[src/rtl/noc_yummy_rx.sv]
// Credit-based (yummy) NoC receive buffer: DEPTH-entry FIFO that returns one
// credit per popped flit and tracks header/body packet framing on the head.
module noc_yummy_rx #(
   parameter int DEPTH  = 4,
   parameter int DATA_W = 64
) (
   input  logic              clk_i,
   input  logic              rst_i,
   input  logic              valid_i,
   input  logic [DATA_W-1:0] data_i,
   output logic              yummy_o,
   output logic              valid_o,
   output logic [DATA_W-1:0] data_o,
   input  logic              ready_i,
   output logic              sop_o,
   output logic              eop_o,
   output logic [15:0]       pkt_count_o,
   output logic              overflow_o
);

   localparam int AW = $clog2(DEPTH);
   localparam int CW = AW + 1;

   typedef enum logic {
      HDR  = 1'b0,
      BODY = 1'b1
   } frame_state_e;

   logic [DATA_W-1:0] mem [DEPTH];
   logic [AW-1:0]     wr_ptr;
   logic [AW-1:0]     rd_ptr;
   logic [CW-1:0]     count;
   logic              full;
   logic              empty;
   logic              push;
   logic              pop;
   logic [7:0]        len;

   frame_state_e      state_q;
   frame_state_e      state_d;
   logic [7:0]        rem_q;
   logic [7:0]        rem_d;

   assign full    = (count == CW'(DEPTH));
   assign empty   = (count == '0);
   // Head is hidden while reset is asserted so nothing can be popped (or credited) at a reset edge.
   assign valid_o = !empty && !rst_i;
   assign pop     = valid_o && ready_i;
   assign push    = valid_i && !rst_i && (!full || pop);
   assign data_o  = mem[rd_ptr];
   assign len     = data_o[29:22];

   // NOTE: storage is deliberately not reset; occupancy alone decides whether an entry is meaningful.
   always_ff @(posedge clk_i) begin
      if (push) begin
         mem[wr_ptr] <= data_i;
      end
   end

   // NOTE: all sequential state uses non-blocking assignments so every register samples pre-edge values.
   always_ff @(posedge clk_i) begin
      if (rst_i) begin
         wr_ptr      <= '0;
         rd_ptr      <= '0;
         count       <= '0;
         overflow_o  <= 1'b0;
         yummy_o     <= 1'b0;
         pkt_count_o <= '0;
      end else begin
         if (push) wr_ptr <= wr_ptr + 1'b1;
         if (pop)  rd_ptr <= rd_ptr + 1'b1;
         case ({push, pop})
            2'b10:   count <= count + 1'b1;
            2'b01:   count <= count - 1'b1;
            default: count <= count;
         endcase
         if (valid_i && full && !pop) overflow_o <= 1'b1;
         yummy_o <= pop;
         if (pop && eop_o) pkt_count_o <= pkt_count_o + 16'd1;
      end
   end

   always_ff @(posedge clk_i) begin
      if (rst_i) begin
         state_q <= HDR;
         rem_q   <= '0;
      end else begin
         state_q <= state_d;
         rem_q   <= rem_d;
      end
   end

   // NOTE: every always_comb output gets a default first so no path can infer a latch.
   always_comb begin
      state_d = state_q;
      rem_d   = rem_q;
      sop_o   = 1'b0;
      eop_o   = 1'b0;
      case (state_q)
         HDR: begin
            sop_o = valid_o;
            eop_o = valid_o && (len == 8'd0);
            if (pop && (len != 8'd0)) begin
               rem_d   = len;
               state_d = BODY;
            end
         end
         BODY: begin
            eop_o = valid_o && (rem_q == 8'd1);
            if (pop) begin
               rem_d = rem_q - 8'd1;
               if (rem_q == 8'd1) state_d = HDR;
            end
         end
         default: state_d = HDR;
      endcase
   end

endmodule

[config.mk]
export PLATFORM = sky130hd
export DESIGN_NAME = noc_yummy_rx
export DESIGN_NICKNAME = d
export VERILOG_FILES = /design/src/rtl/noc_yummy_rx.sv
export SDC_FILE = /design/constraint.sdc
export NUM_CORES = 1
export LEC_CHECK = 0
export CAP_MARGIN = 5
export CORE_MARGIN = 4
export CORE_UTILIZATION = 50
export CTS_CLUSTER_SIZE = 30
export DETAILED_ROUTE_END_ITERATION = 7
export GPL_TIMING_DRIVEN = 0
export PLACE_DENSITY = 0.74
export SLEW_MARGIN = 30
export SYNTH_ARGS = -nofsm -noshare
export SYNTH_HDL_FRONTEND = slang
export SYNTH_SLANG_ARGS = --single-unit
[constraint.sdc]
create_clock -name clk_i -period 3.8 [get_ports clk_i]
set_input_delay 0.95 -clock clk_i [delete_from_list [all_inputs] [get_ports clk_i]]
set_output_delay 0.95 -clock clk_i [all_outputs]
set_load 0.03 [all_outputs]
# Word level (Yosys, flattened, before mapping)
# Memory sizes are Yosys's and may differ from the RTL's. A register that Yosys moved wholly into a read port is not among the register bits.
# Cells that the tools add are included.
classes:
  n_addsub: 6
  n_eq_ne: 6
  n_mux: 14
  bitwise_logic: 1
  reduce_logical: 20
ops:
  columns: ["operator", "count"]
  rows:
  - ["adder 16 x 1 -> 16 bit, second input constant", 1]
  - ["two-way mux 8 bit", 2]
  - ["case mux 8 bit (2 select lines)", 1]
  - ["logical AND 1 bit", 10]
  - ["== test 8 x 1 -> 1 bit, second input constant", 1]
  - ["zero test 8 bit", 1]
  - ["nonzero test 8 bit", 1]
  - ["subtractor 8 x 1 -> 8 bit, second input constant", 1]
  - ["two-way mux 1 bit", 6]
  - ["case mux 3 bit (2 select lines)", 1]
  - ["adder 2 x 1 -> 2 bit, second input constant", 2]
  - ["zero test 1 bit", 4]
  - ["two-way mux 2 bit", 2]
  - ["inequality test 2 bit, second input constant", 2]
  - ["case mux 1 bit (2 select lines)", 2]
  - ["adder 3 x 1 -> 3 bit, second input constant", 1]
  - ["== test 3 bit, second input constant", 1]
  - ["zero test 3 bit", 1]
  - ["subtractor 3 x 1 -> 3 bit, second input constant", 1]
  - ["== test 2 x 1 -> 1 bit, second input constant", 1]
  - ["== test 2 bit, second input constant", 1]
  - ["AND reduction 2 bit", 1]
  - ["nonzero test 2 bit", 1]
  - ["logical OR 1 bit", 1]
  - ["inverter 1 bit", 1]
totals:
  register_bits: 34
  ram_bits: 256
  in_bits: 68
  out_inout_bits: 85
  wordCells: 56
  memories: 1
mem_list:
  columns: ["name", "words", "word_bits", "read_ports", "rd_ports_with_merged_regs", "wr", "line_no", "rtl"]
  rows:
  - ["mem", 4, 64, 1, 1, 1, "29", "logic [DATA_W-1:0] mem [DEPTH];"]

# Depth between registers and ports, before layout
# Gate-level depths: netlist (run 1).
logic_depth:
  depth_word: 8
  mapped_depth: 9
  ltp_nobuf: 8

# Worst setup path before layout (run 1)
# OpenSTA, ideal clock, no wires.
synth_path:
  path_kind: "input-to-reg"
  from: "input port rst_i"
  to: "memory mem[0][0], enable pin"
  setup_time_ns: 0.429
  arrival_ns: 3.103
  t_required_ns: 3.371
  slack_ns: 0.268
  path_stages: 5
  path_buffers: 1
  path_cell_list: "clkbuf_1 > nor2b_1 > o41ai_1 > nor2_1 > and2_1"
synth_between:
  elab_chain_cells: 7
  word_cells_on_any_way: 8
  classes_between: "mux (2); reduce/logical (6)"
synth_lines:
  columns: ["item", "line_no", "rtl"]
  rows:
  - ["start: declaration", "8", "input logic rst_i,"]
  - ["zero test 1 bit (*)", "47, 49", null]
  - ["logical AND 1 bit", "47", "assign valid_o = !empty && !rst_i;"]
  - ["logical AND 1 bit", "48", "assign pop = valid_o && ready_i;"]
  - ["logical OR 1 bit", "49", "assign push = valid_i && !rst_i && (!full || pop);"]
  - ["logical AND 1 bit (*)", "49", null]
  - ["two-way mux 1 bit (*)", "55", "if (push) begin"]
  - ["two-way mux 1 bit (not written as such) (*)", "56", "mem[wr_ptr] <= data_i;"]
  - ["end: declaration", "29", null]
# Every way passes the cells marked *; elsewhere a longest branch is shown, timed or not.

# Final worst setup path (run 1)
layout_path:
  from: "register state_q"
  to: "output port sop_o"
layout_between:
  elab_chain_cells: 1
layout_lines:
  columns: ["item", "line_no", "rtl"]
  rows:
  - ["start: declaration", "39", "frame_state_e state_q;"]
  - ["start signal: assignment", "88", "state_q <= state_d;"]
  - ["two-way mux 1 bit", "99", "case (state_q)"]
  - ["end: declaration", "15", "output logic sop_o,"]
# No other way between the ends.

==> results of run 1 <==
==> through the flow <==
step           std cells  worst slack (ns)
6_report            1122             0.202
3_5_place_dp        1067           -0.0641
2_1_floorplan        623             0.268
5_1_grt             1122            0.0509
3_3_place_gp        1059             -1.36
4_1_cts             1122           0.00631
==> sequential cells by signal (all words and copies together) (netlist names), named ones only <==
name	flops
pkt_count_o	16
rem_q	8
yummy_o	1
count	3
state_q	1
wr_ptr	2
overflow_o	1
rd_ptr	2
mem	256
==> report_power, final <==
part	internal, mW	switching [mW]
Sequential	3.62	0.0426
Clock	1.67	1.14
Combinational	0.473	0.619
==> routing by layer <==
metal  share of wire (%)  up-vias
met5                0.18        -
met4                 1.6        6
met3                 9.3       41
met2                  51      250
met1                  38     3272
li1                    -     2913
==> repair_timing <==
item | in CTS | in global routing
cloned | 0 | 0
pin swaps | 2 | 0
gates resized for setup | 32 | 41
endpoints found under the setup margin | 57 | 47
buffers inserted | 2 | 0
==> worst register-to-register path: cells and delay by family, from the launching register on <==
| family | cells | cell delay [ns] |
|---|---|---|
| flops | 1 | 0.34 |
| simple gates | 2 | 0.51 |
| buf+inv | 3 | 0.63 |
| mux | 2 | 0.95 |
| compound gates | 1 | 0.22 |
==> cell families (layout without fill, tap and decap cells) <==
kind of cell	count (synthesis)	after routing
and+or+nand+nor	139	139
DFF	292	292
xor gates and xnor gates	4	4
buffers and inverters	45	259
AOI/OAI and AO/OA	56	56
muxes	79	79
adders and majority gates	8	8
==> area by class of cell <==
| type | instances | area (sq um) | share of cell area (%) |
|---|---|---|---|
| Clock inverter | 19 | 164 | 1.12 |
| Multi-Input combinational cell | 286 | 2920 | 19.9 |
| Clock buffer | 35 | 791 | 5.40 |
| Sequential cell | 292 | 8410 | 57.4 |
| Buffer | 29 | 151 | 1.03 |
| Timing Repair Buffer | 161 | 1800 | 12.3 |
| Inverter | 15 | 56.3 | 0.384 |
| Tap cell | 285 | 357 | 2.44 |
==> cell usage in the layout, fill, tap and decap left out, types with 5 or more instances in the layout <==
| cell type | Yosys | routed |
|---|---|---|
| o32ai_1 | 8 | 8 |
| clkdlybuf4s50_1 | 0 | 113 |
| edfxtp_1 | 256 | 256 |
| mux2_1 | 11 | 11 |
| nand4_1 | 7 | 7 |
| clkbuf_16 | 0 | 31 |
| nand3_1 | 11 | 11 |
| clkbuf_1 | 16 | 16 |
| nor2_1 | 34 | 34 |
| nor2b_1 | 13 | 13 |
| a21oi_1 | 10 | 10 |
| buf_4 | 0 | 5 |
| o21ai_0 | 9 | 9 |
| clkinv_1 | 1 | 13 |
| nand2_1 | 30 | 30 |
| nor3_1 | 6 | 6 |
| ha_1 | 7 | 7 |
| dfxtp_1 | 36 | 35 |
| inv_1 | 13 | 13 |
| dlymetal6s2s_1 | 0 | 35 |
| and3_1 | 7 | 7 |
| mux4_2 | 64 | 64 |
==> worst max-delay path by stage <==
stage | to | slack, ns | depth (start not counted)
floorplan | mem[0][0] | 0.27 | 5
global placement | mem[0][62] | -1.36 | 5
detailed placement | data_o[17] | -0.06 | 5
CTS | data_o[37] | 0.006 | 5
global route | data_o[60] | 0.05 | 5
finish | sop_o | 0.20 | 5
==> flow_metrics.env, run 1 <==
export IMPL_antenna_found_initial=3
export IMPL_cts_hold_fix_buffers=0
export IMPL_track_usage_pct=18.4
export IMPL_met2_usage_pct=32.1
export IMPL_final_core_util_pct=64.7
export IMPL_final_nets=891
export IMPL_first_pass_iters=5
export IMPL_drtIter0Drc=509
export IMPL_place_gp_congestion=0.884
export IMPL_final_area_sq_um=14600
export IMPL_synth_async_reset_ratio_pct=0
export IMPL_numCtsBuffers=30
export IMPL_fin_total_pwr_mw=7.57
export IMPL_rr_worst_depth=8
export IMPL_synth_yosys_seq_area_share_pct=73.1
export IMPL_clk_latency_ns=0.55
export IMPL_p_leak_nw=5.03
export IMPL_syn_to_final_growth_pct=27.4
export IMPL_finalHoldViolCount=0
export IMPL_postPlaceCellArea_sq_um=13600
export IMPL_via_per_inst=5.78
export IMPL_drc=0
export IMPL_syn_inst=623
export IMPL_setup_viol=0
export IMPL_ctsRootBufferMaster="clkbuf_16"
export IMPL_power_density_nw_per_um2=517
export IMPL_port_buffers=151
export IMPL_diodes=0
export IMPL_ys_flop_type="edfxtp_1"
export IMPL_synthMuxAreaShare_pct=14.0
export IMPL_post_drt_wl_per_cell_um=21.2
export IMPL_synth_common_cells="edfxtp_1 (256), mux4_2 (64), dfxtp_1 (36)"
export IMPL_critPathSlowestCell="clkdlybuf4s50_1"
export IMPL_synth_compound_area_share_pct=3.69
export IMPL_io_pins=153
export IMPL_synth_xor_area_share_pct=0.305
export IMPL_cp_start_kind="flip-flop"
export IMPL_crit_chain="clkbuf_1 -> clkinv_1 -> nand3_1 -> inv_2 -> clkdlybuf4s50_1"
export IMPL_grtUsageMet3_pct=6.35
export IMPL_cap_violations=0
export IMPL_slowest_delay_ns=0.62
export IMPL_cts_tree="done"
export IMPL_cp_num_buf_inv=4
export IMPL_clock_fmax_mhz=278
export IMPL_grt_pass1_wl_mm=37.2
export IMPL_clock_sinks=292
export IMPL_cp_top_family="buffers and inverters"
export IMPL_hp_start="pkt_count_o[1]"
export IMPL_path_clk_slew_ns=0.06
export IMPL_cp_required_ns=2.85
export IMPL_worst_slew_pin_slew_ns=0.840
export IMPL_syn_area_sq_um=11500
export IMPL_crit_type="flip-flop to output pin"
export IMPL_die_y_um=160
export IMPL_hold_class="flip-flop to flip-flop"
export IMPL_cp_end_kind="output pin"
export IMPL_yosysMostFrequentCell="edfxtp_1"
export IMPL_grt_busiest_layer="met2"
export IMPL_fin_hold_ws_ns=0.523
export IMPL_slew_violations=0
export IMPL_post_route_min_period_ns=3.60
export IMPL_worstPathArrival_ns=2.65
export IMPL_synth_adder_area_share_pct=0.936
export IMPL_ant_nets=0
export IMPL_whs_endpoint="pkt_count_o[1]"
export IMPL_fill_cells=1545
export IMPL_synth_largest_area_cell="edfxtp_1"
export IMPL_yosys_area_share_simple_pct=6.41
export IMPL_synth_top_family_by_area="multiplexers"
export IMPL_yosys_warnings=0
export IMPL_path_max_fanout=10
export IMPL_vias=6482
export IMPL_syn_area_per_cell_sq_um=18.5
export IMPL_rsz0062_at_grt="false"
export IMPL_peakVddDrop_mv=0.461
export IMPL_grt_pass1_vias=6871
export IMPL_core_area_sq_um=22600
export IMPL_hold_path_cell_count=2
export IMPL_clockBufferDepth=3
export IMPL_final_layout_size_suffix_gt1_share_pct=17.3
export IMPL_grt_overflow=0
export IMPL_start_util_pct=50.8
export IMPL_met1_usage_pct=22.3
export IMPL_r2r_slack_ns=1.03
export IMPL_grt_max_degree=41
export IMPL_ys_ff_latch=292
export IMPL_synthTopCellsByArea="edfxtp_1 (67%), mux4_2 (13%), dfxtp_1 (6.3%)"
export IMPL_die_area_sq_um=25500
export IMPL_die_w_um=160
export IMPL_regToRegEndpoint="pkt_count_o[6]"
export IMPL_synth_edff_count=256
export IMPL_htree_levels=1
export IMPL_finClkSkew_ns=0.0173
export IMPL_dpl_hpwl_mm=15.4
export IMPL_synth_top_area_share_pct=66.9
export IMPL_synth_net_count=699
export IMPL_yosysUniqueCellTypes=59
export IMPL_period_share_pct=94.7
export IMPL_status="completed"
export IMPL_timing_setup_tns_ns=0
export IMPL_crit_path_start="state_q"
export IMPL_slew_headroom_pct=43.2
export IMPL_row_count=55
export IMPL_wirelength_mm=23.8
No activity file was read; power rests on OpenSTA's default activity.
==> inputs of run 2 (changes only) <==
ABC_CLOCK_PERIOD_IN_PS = 3800   (was unset)
HOLD_SLACK_MARGIN = 0.15   (was unset)
==> results of run 2 <==
Same layout as run 1: the final DEF is identical, and so are final timing and power.
==> inputs of run 3 (changes only) <==
SKIP_LAST_GASP = 1   (was unset)
==> flow_metrics.env, run 3 (same netlist as run 1, synthesis figures left out) <==
export IMPL_worst_slew_pin_slew_ns=0.839
export IMPL_grt_max_degree=41
export IMPL_port_buffers=151
export IMPL_grt_pass1_wl_mm=37.2
export IMPL_finalHoldViolCount=0
export IMPL_via_per_inst=5.78
export IMPL_diodes=0
export IMPL_final_area_sq_um=14600
export IMPL_post_route_min_period_ns=3.66
export IMPL_antenna_found_initial=3
export IMPL_die_w_um=160
export IMPL_timing_setup_tns_ns=0
export IMPL_finClkSkew_ns=0.0170
export IMPL_cp_required_ns=2.85
export IMPL_cap_violations=0
export IMPL_hold_class="flip-flop to flip-flop"
export IMPL_rsz0062_at_grt="true"
export IMPL_die_y_um=160
export IMPL_path_clk_slew_ns=0.06
export IMPL_fill_cells=1541
export IMPL_ant_nets=0
export IMPL_core_area_sq_um=22600
export IMPL_drtIter0Drc=506
export IMPL_peakVddDrop_mv=0.459
export IMPL_clock_sinks=292
export IMPL_met1_usage_pct=22.2
export IMPL_multiInputGateArea_sq_um=2920
export IMPL_htree_levels=1
export IMPL_period_share_pct=96.4
export IMPL_path_max_fanout=10
export IMPL_final_common_cell="edfxtp_1"
export IMPL_regMostFlops="mem"
export IMPL_crit_type="flip-flop to output pin"
export IMPL_start_util_pct=50.8
export IMPL_vias=6489
export IMPL_drc=0
export IMPL_cp_end_kind="output pin"
export IMPL_numCtsBuffers=30
export IMPL_place_gp_congestion=0.884
export IMPL_ff_latch_area_sq_um=8410
export IMPL_cp_start_kind="flip-flop"
export IMPL_r2r_slack_ns=1.03
export IMPL_worstPathArrival_ns=2.71
export IMPL_row_count=55
export IMPL_p_leak_nw=4.99
export IMPL_clockBufferDepth=3
export IMPL_syn_to_final_growth_pct=27.4
export IMPL_largest_reg_flops=256
export IMPL_clk_latency_ns=0.55
export IMPL_track_usage_pct=18.4
export IMPL_slew_headroom_pct=43.3
export IMPL_grt_pass1_vias=6870
export IMPL_first_pass_iters=5
export IMPL_post_drt_wl_per_cell_um=21.2
export IMPL_ctsRootBufferMaster="clkbuf_16"
export IMPL_clock_fmax_mhz=273
export IMPL_grt_overflow=0
export IMPL_postPlaceCellArea_sq_um=13600
export IMPL_power_density_nw_per_um2=517
export IMPL_setup_viol=0
export IMPL_slew_violations=0
export IMPL_dpl_hpwl_mm=15.4
export IMPL_grt_busiest_layer="met2"
export IMPL_die_area_sq_um=25500
export IMPL_cts_tree="done"
export IMPL_io_pins=153
export IMPL_grtUsageMet3_pct=6.35
export IMPL_met2_usage_pct=32.1
export IMPL_final_cell_mix="edfxtp_1 (256), clkdlybuf4s50_1 (119), mux4_2 (64)"
export IMPL_wirelength_mm=23.7
export IMPL_status="completed"
export IMPL_final_nets=891
export IMPL_final_layout_size_suffix_gt1_share_pct=17.3
export IMPL_largest_registers="mem x256, pkt_count_o x16, rem_q x8"
==> run 3: final timing paths <==
check | from | end | cells after the start
worst max-delay path | flip-flop | data_o[31] | 5
worst min-delay path | pkt_count_o[1] | pkt_count_o[1] | 2
worst min register to register | pkt_count_o[1] | pkt_count_o[1] | 2
worst max register to register | flip-flop | pkt_count_o[6] | 8
==> run 3: area by class of cell <==
cell class,instances,share of cell area (%)
inverters,15,0.385
well taps,285,2.44
repair buffers,161,12.2
flip-flops and latches,292,57.4
plain buffers,29,1.09
clock buffers,35,5.40
multi-input cells,286,19.9
clock inverters,19,1.12
==> run 3: through the flow <==
step	setup slack [ns]	total power, mW	hold slack, ns	cells	util (%)
finish	0.138	7.57	0.528	1122	64.7
floorplan	0.268	4.37	0.485	623	-
detailed placement	-0.0641	4.82	0.503	1067	59.9
global placement	-1.36	4.77	0.494	1059	59.0
CTS	-0.143	7.65	0.521	1122	64.3
global route	-0.0231	7.87	0.573	1122	64.7
==> run 3: report_power, final <==
part           internal (mW)  switching, mW
logic                  0.476          0.620
clock network           1.67           1.14
registers               3.62         0.0424
total                   5.77           1.80
==> run 3: timing repair <==
item / CTS / global route
setup endpoints to repair: 57 / 48
pin swaps: 2 / 0
gates resized for setup: 29 / 40
hold buffers: 0 / 0
setup buffers: 2 / 0
==> run 3: layer usage <==
layer	up-vias	wire, um
met1	3291	9010
met2	243	12100
met3	37	2200
met5	-	43
li1	2912	-
met4	6	366
==> run 3: worst max-delay path, cell delays in order, from the launching register on <==
cell and delay, ns:
dfxtp_1 0.34, buf_6 0.18, clkbuf_4 0.29, buf_6 0.22, mux4_2 0.51, clkdlybuf4s50_1 0.62
==> patch: new RTL, flow settings as in run 3 <==
Change the parameter `DATA_W` from 64 to 128.
--- a/src/rtl/noc_yummy_rx.sv
+++ b/src/rtl/noc_yummy_rx.sv
@@ -3,5 +3,5 @@
 module noc_yummy_rx #(
    parameter int DEPTH  = 4,
-   parameter int DATA_W = 64
+   parameter int DATA_W = 128
 ) (
    input  logic              clk_i,
Ports: changed (resized data_i and data_o); port bits go from 153 to 281. No check against the original RTL was run, so the function may have changed too.
==> patch against run 3 <==
- largest power group unchanged
- design area is 79% higher
- register-to-register slack worse by 0.29 ns
- sequential cell count is 256 higher
- non-clock buffer count is 153 higher
- critical endpoint is now valid_o
- routed wire length is 86% higher
- area after synthesis is 80% higher
- worst setup slack worse by 0.13 ns
- highest routed layer unchanged
- combinational power is 57% higher
- via count is 63% higher
- power is 81% higher
==> patch: results (changes against run 3) <==
met1 usage = 25.97% (+3.7 points)
placed cell count = 1,773 (+66%)
Logic inverters = 13 (-2)
xor/xnor share of the synthesized area = 0.1697% (-0.14 points)
Signal buf overhead = 12.60% (-0.68 points)
met2 Use GR = 31.30% (-0.82 points)
Comb pwr share = 12.6% (-1.9 points)
ratio of cells with drive above 1 in the final layout = 20.00% (+2.7 points)
WL met2 = 21,660 um (+79%)
post-synthesis compound-gate area fraction = 1.909% (-1.8 points)
Seq/Total Area, Yosys = 77.97% (+4.8 points)
Synth-to-Final Area Change = 26.98%
via count of the first global-routing pass = 11,206 (+63%)
Routability Congestion = 0.8425 (-4.7%)
I/O Buffers = 280 (+85%)
final sequential cell count = 548 (+88%)
Largest regs = mem (512), pkt_count_o (16), rem_q (8)
crit path DAT = 2.84 ns (+0.13 ns)
total of fill cells in the finished design = 2,771 (+80%)
outcome = complete, no violations
number of flops mapped to enable cells by yosys = 512 (+100%)
Area contributors post-synth = edfxtp_1 74%, mux4_2 14%, dfxtp_1 3.5%
Buffers excl. clock = 343 (+81%)
Worst Max-Slew Pin Slew = 0.7768 ns (-0.06213 ns)
net switching power = 3.271 mW (+82%)
[patch: metrics by stage]
stage                     setup slack [ns]   TNS, ns  hold slack [ns]  power, mW
final                              0.01140         0           0.5118      13.72
after detailed placement           -0.6697    -60.00           0.4863      8.819
after floorplan                     0.2435         0           0.4847      8.026
after CTS                         -0.04659  -0.06521           0.5053      13.86
after global routing              -0.08289   -0.1242           0.5532      14.24
after global placement              -1.829   -976.12           0.5044      8.772
[patch: final timing paths]
| path | startpoint | to | slack (ns) | cells past startpoint |
|---|---|---|---|---|
| hold / removal | overflow_o | overflow_o | 0.51 | 2 |
| setup / recovery | rst_i | valid_o | 0.01 | 6 |
| setup reg to reg | count[0] | count[2] | 0.74 | 10 |
| hold reg to reg | overflow_o | overflow_o | 0.51 | 2 |
